===== src/rtl/vilk_io_port.sv =====
// Buffered I/O port for the DietVilk core: host->core and core->host FWFT FIFOs,
// sticky overflow/underflow flags and an accepted-output counter.

module vilk_io_fifo #(
  parameter int WIDTH = 16,
  parameter int DEPTH = 4,
  parameter int CW    = $clog2(DEPTH) + 1
) (
  input  logic             CLK,
  input  logic             reset,
  input  logic             push,
  input  logic [WIDTH-1:0] wdata,
  input  logic             pop,
  output logic [WIDTH-1:0] rdata,
  output logic [CW-1:0]    cnt
);
  localparam int PW = $clog2(DEPTH);

  logic [DEPTH-1:0][WIDTH-1:0] mem;
  logic [PW-1:0]               rptr, wptr;

  // DEPTH is a power of two, so pointers wrap by natural overflow
  always_ff @(posedge CLK) begin
    if (!reset) begin
      rptr <= '0;
      wptr <= '0;
      cnt  <= '0;
    end else begin
      if (push) wptr <= wptr + PW'(1);
      if (pop)  rptr <= rptr + PW'(1);
      cnt <= cnt + CW'(push) - CW'(pop);
    end
  end

  always_ff @(posedge CLK) begin
    if (reset && push) mem[wptr] <= wdata;
  end

  assign rdata = (cnt != '0) ? mem[rptr] : '0;
endmodule

module vilk_io_port #(
  parameter int WIDTH = 16,
  parameter int DEPTH = 4,
  parameter int CNTW  = 16
) (
  input  logic             CLK,
  input  logic             reset,
  input  logic [WIDTH-1:0] cpu_out_data,
  input  logic             cpu_out_we,
  output logic [WIDTH-1:0] cpu_in_data,
  output logic             cpu_in_valid,
  input  logic             cpu_in_re,
  input  logic [WIDTH-1:0] host_in_data,
  input  logic             host_in_valid,
  output logic             host_in_ready,
  output logic [WIDTH-1:0] host_out_data,
  output logic             host_out_valid,
  input  logic             host_out_ready,
  output logic             out_overflow,
  output logic             in_underflow,
  output logic [CNTW-1:0]  out_total
);
  localparam int CW = $clog2(DEPTH) + 1;

  logic [CW-1:0] in_cnt, out_cnt;
  logic          in_push, in_pop, out_push, out_pop;

  assign cpu_in_valid   = (in_cnt != '0);
  assign host_in_ready  = (in_cnt != CW'(DEPTH));
  assign host_out_valid = (out_cnt != '0);

  assign in_push  = host_in_valid & host_in_ready;
  assign in_pop   = cpu_in_re & cpu_in_valid;
  assign out_pop  = host_out_ready & host_out_valid;
  // a full output FIFO still takes a write when the host frees a slot this cycle
  assign out_push = cpu_out_we & ((out_cnt != CW'(DEPTH)) | out_pop);

  vilk_io_fifo #(.WIDTH(WIDTH), .DEPTH(DEPTH), .CW(CW)) u_in (
    .CLK(CLK), .reset(reset), .push(in_push), .wdata(host_in_data),
    .pop(in_pop), .rdata(cpu_in_data), .cnt(in_cnt)
  );

  vilk_io_fifo #(.WIDTH(WIDTH), .DEPTH(DEPTH), .CW(CW)) u_out (
    .CLK(CLK), .reset(reset), .push(out_push), .wdata(cpu_out_data),
    .pop(out_pop), .rdata(host_out_data), .cnt(out_cnt)
  );

  always_ff @(posedge CLK) begin
    if (!reset) begin
      out_total    <= '0;
      out_overflow <= 1'b0;
      in_underflow <= 1'b0;
    end else begin
      if (out_push)                 out_total    <= out_total + CNTW'(1);
      if (cpu_out_we && !out_push)  out_overflow <= 1'b1;
      if (cpu_in_re && !cpu_in_valid) in_underflow <= 1'b1;
    end
  end
endmodule


===== config.mk =====
export PLATFORM = sky130hd
export DESIGN_NAME = vilk_io_port
export DESIGN_NICKNAME = d
export VERILOG_FILES = /design/src/rtl/vilk_io_port.sv
export SDC_FILE = /design/constraint.sdc
export NUM_CORES = 1
export LEC_CHECK = 0
export ABC_AREA = 1
export BUFFER_PORTS_ARGS = -buffer_cell sky130_fd_sc_hd__buf_2
export CORE_ASPECT_RATIO = 1.5
export CORE_MARGIN = 2
export CORE_UTILIZATION = 30
export DETAILED_ROUTE_END_ITERATION = 8
export GPL_TIMING_DRIVEN = 0
export PLACE_DENSITY_LB_ADDON = 0.2
export SLEW_MARGIN = 30
export SYNTH_ARGS = -nofsm -noshare
export SYNTH_HDL_FRONTEND = slang
export SYNTH_HIERARCHICAL = 1
export SYNTH_SLANG_ARGS = --single-unit

===== constraint.sdc =====
create_clock -name CLK -period 2.8 [get_ports CLK]
set_input_delay 0.56 -clock CLK [delete_from_list [all_inputs] [get_ports CLK]]
set_output_delay 0.56 -clock CLK [all_outputs]
set_load 0.02 [all_outputs]

==> results.txt <==
----------------------------------------------------
[Status]
  Result of the run ... completed

[Worst setup path]
  Crit path capture type ... output pin
  Critical path data required time ... between 2 and 2.5 ns
  Maximum fanout along the worst path ... 10
  Crit start category ... flip-flop
  Arrival @ worst endpoint ... 1.81 ns
  Worst r2r src ... u_in/cnt[1]$_SDFF_PN0_
  Kind of cell adding the most delay to the critical path ... buffers and inverters
  Setup crit start ... u_out/rptr[1]$_SDFFE_PN0P_
  Type of the worst setup path ... flip-flop to output pin
  Longest individual stage delay on the worst path ... 0.31 ns
  Cell seen most often among critical-path stages ... buf_2
  Slowest-stage cell, CP ... dfxtp_1
  Ordered cell list for the critical path ... buf_4 > buf_2 > nand3_1 > a21oi_1 > buf_2
  Buffers & Inverters on Critical Path ... 3

[Floorplan]
  Core Footprint ... around 0.024 mm2
  # IOs ... 91
  Starting utilization of the core area ... a little under a third
  Die height ... 195.5 um
  Number of standard-cell rows in the floorplan ... 70
  Width of the die ... 131.7 um
  Die Outline Area ... 0.02575 mm2

[Worst hold path]
  Path class of the lowest-slack min-delay path ... primary input to flip-flop
  Origin of the worst min-delay path ... cpu_out_data[1]

[Timing]
  Max_slew headroom ... 59.68%
  Transition time of the tightest slew-check pin ... 0.6034 ns
  Final Skew ... roughly 0.010 ns
  Unrepaired setup endpoints after global routing ... false
  Fin. Hold Viols ... 0
  Ratio of final minimum period to clock period ... a little over four fifths
  Fin worst setup slack ... about 0.43 ns
  Number of failing setup endpoints in the final timing report ... 0
  Maximum clock frequency ... between 0.4 and 0.5 GHz
  Time the final worst path needs with I/O delays and setup ... about 2.4 ns
  Max-slew violations ... 0

[CTS]
  Max Buffers Root-to-Sink ... 2
  Root buffer cell ... clkbuf_16
  Clock insertion delay at the later pin of the skew report ... 0.43 ns
  Number of resized instances in the post-cts repair step ... 0
  TritonCTS buffer count ... 17
  TritonCTS clock tree ... built
  Clock sink total ... 160
  Hold Buf Count CTS ... 0
  H-tree levels ... 4
  Clock transition time at the flip-flop clock pins of the worst setup and hold paths ... 0.07 ns
  Post-CTS Setup Bufs ... 0

[Route]
  Number of detailed-route iterations in the first pass ... 4
  Post-detailed-routing wire length ... 16.60 mm
  ANT nets after route ... 0
  Number of violations reported at the end of detailed-routing iteration 0 ... around 160
  Post-DR wirelength/cell ... roughly 14 um
  Detailed-route via count ... 5053
  Drc violations ... 0
  Ratio of routed vias to standard cells ... 4.183

[GRT]
  Global-route wire length before repair ... 26.05 mm
  Antenna violations before repair ... 1
  Total overflow reported by the global router ... 0
  Overall global routing resource usage ... a little over an eighth
  Via count of the first global-routing pass ... 4934
  Pin count of the biggest net entering global routing ... 23

[Power and ir drop]
  Total power per unit cell area ... 826.7 mW/mm2
  Maximum vdd drop ... 0.4290 mV
  P_leak ... 0.003889 uW

[Placement]
  HPWL after detailed placement ... 11.14 mm
  Final estimated routing congestion in global placement ... around 0.74
  Number of buffers inserted by port buffering ... 90
  Placed standard-cell area ... 0.008252 mm2
  Post-Place Worst Slack ... 0.2980 ns

[Synthesis]
  Post-synth design cell area ... 0.007336 mm2
  Yosys warns ... 6
  Number of flops mapped to enable cells by yosys ... 128
  Post-synthesis area per instance ... 9.640 um2
  Count of unique library cells instantiated by Yosys ... 33
  Post-Synthesis Net Count ... about 810
  Seq cells post-synth ... 160
  Post-synthesis sequential area ratio ... 61.13%
  Most instantiated flip-flop cell in the synthesis netlist ... edfxtp_1
  Post-Syn Instances ... 761
  Share of async-settable or async-resettable flops after synthesis ... 0%

[Layout]
  Nets ... 923
  Fraction of layout cells with a size suffix above 1 ... about a fifth
  Sequential Area ... 0.004484 mm2
  Post-route cell area ... 0.008815 mm2
  Most common cell after layout, fill and taps aside ... inv_1
  Area growth, synth to finish ... 20.16%
  Leading cell types in the layout, fill and taps excluded ... inv_1 (180), nand2_1 (171), edfxtp_1 (128)
  Count of fill cells added during filler insertion ... 2515
  Core occupancy in the finished layout ... 36.46%
  Area of the multi-input gates ... 0.002017 mm2

[Flow run]
  Max-cap violations ... 0

----------------------------------------------------
==> stage by stage <==
| stage | setup TNS [ns] | std cells | total power [uW] | hold WS (ns) |
|---|---|---|---|---|
| after floorplan | 0 | 761 | 4366 | 0.4897 |
| after global placement | -25.97 | 1175 | 5139 | 0.4438 |
| after detailed placement | 0 | 1175 | 5178 | 0.4434 |
| after CTS | 0 | 1207 | 7417 | 0.3234 |
| after global routing | 0 | 1208 | 7719 | 0.3206 |
| final | 0 | 1208 | 7287 | 0.3524 |
==> worst paths after layout <==
kind	endpoint	depth (start not counted)	slack, ns
worst min-delay path	u_out/mem[33]$_DFFE_PP_	1	0.35
worst max register to register	u_in/cnt[2]$_SDFF_PN0_	11	0.48
worst min register to register	out_overflow$_SDFFE_PN0P_	2	0.45
worst max-delay path	host_out_data[0]	5	0.43
==> registers in the layout (all words and copies together) (netlist names) <==
| name | count |
|---|---|
| in_underflow | 1 |
| out_overflow | 1 |
| out_total | 16 |
| u_in/cnt | 3 |
| u_in/mem | 64 |
| u_in/rptr | 2 |
| u_in/wptr | 2 |
| u_out/cnt | 3 |
| u_out/mem | 64 |
| u_out/rptr | 2 |
| u_out/wptr | 2 |
==> Yosys cell counts (2+ instances only) <==
| cell | number | area share [%] |
|---|---|---|
| nor2_2 | 4 | 0.34 |
| o21bai_1 | 2 | 0.20 |
| inv_2 | 2 | 0.10 |
| nand3_1 | 74 | 5.0 |
| nor3_4 | 2 | 0.44 |
| buf_2 | 8 | 0.55 |
| a21oi_1 | 50 | 3.4 |
| nor2_1 | 32 | 1.6 |
| nand2_2 | 5 | 0.43 |
| buf_6 | 10 | 1.5 |
| edfxtp_1 | 128 | 52 |
| nor3_1 | 2 | 0.14 |
| dfxtp_1 | 32 | 8.7 |
| fa_1 | 2 | 0.55 |
| nand2_1 | 171 | 8.7 |
| buf_4 | 4 | 0.41 |
| ha_1 | 13 | 2.2 |
| nor2_4 | 6 | 0.92 |
| inv_4 | 4 | 0.34 |
| o21ai_0 | 13 | 0.89 |
| inv_1 | 180 | 9.2 |
| nand3_2 | 3 | 0.41 |
| nand4_1 | 4 | 0.34 |
==> cells by family (layout without fill, tap and decap cells) <==
family / count (synthesis) / in the layout / synth area share (%)
AO/OA/AOI/OAI: 69 / 69 / 4.861
adder cells (fa/ha/maj): 15 / 15 / 2.763
buffers and inverters: 209 / 331 / 12.20
flip-flops: 160 / 160 / 61.13
other: 0 / 1 / 0
AND/OR/NAND/NOR: 308 / 308 / 19.05
==> layer usage <==
layer  up-vias  GRT usage [%]  part of all wire [%]
met2        94          24.39                    53
li1       2620              -                     -
met5         -              0                     0
met4         0          5.998                   2.5
met3        23          3.245                   3.2
met1      2316          14.69                    41
==> cell type report <==
type                       instances  area share, %
antenna                            1        0.02839
sequential                       160          50.87
tap                              324          4.599
clock buffer                      17          4.826
clock inverter                    15          1.533
buffer                            23          2.115
timing repair buffer              90          5.110
inverter                         186          8.034
multi-input combinational        392          22.88
==> power breakdown <==
part,leakage (uW),internal [uW],switching (uW)
clock network,0.000269,1230,972
logic,0.00220,721,1530
registers,0.00142,2740,88.8
total,0.00389,4690,2600
(Power assumes the default switching activity.)
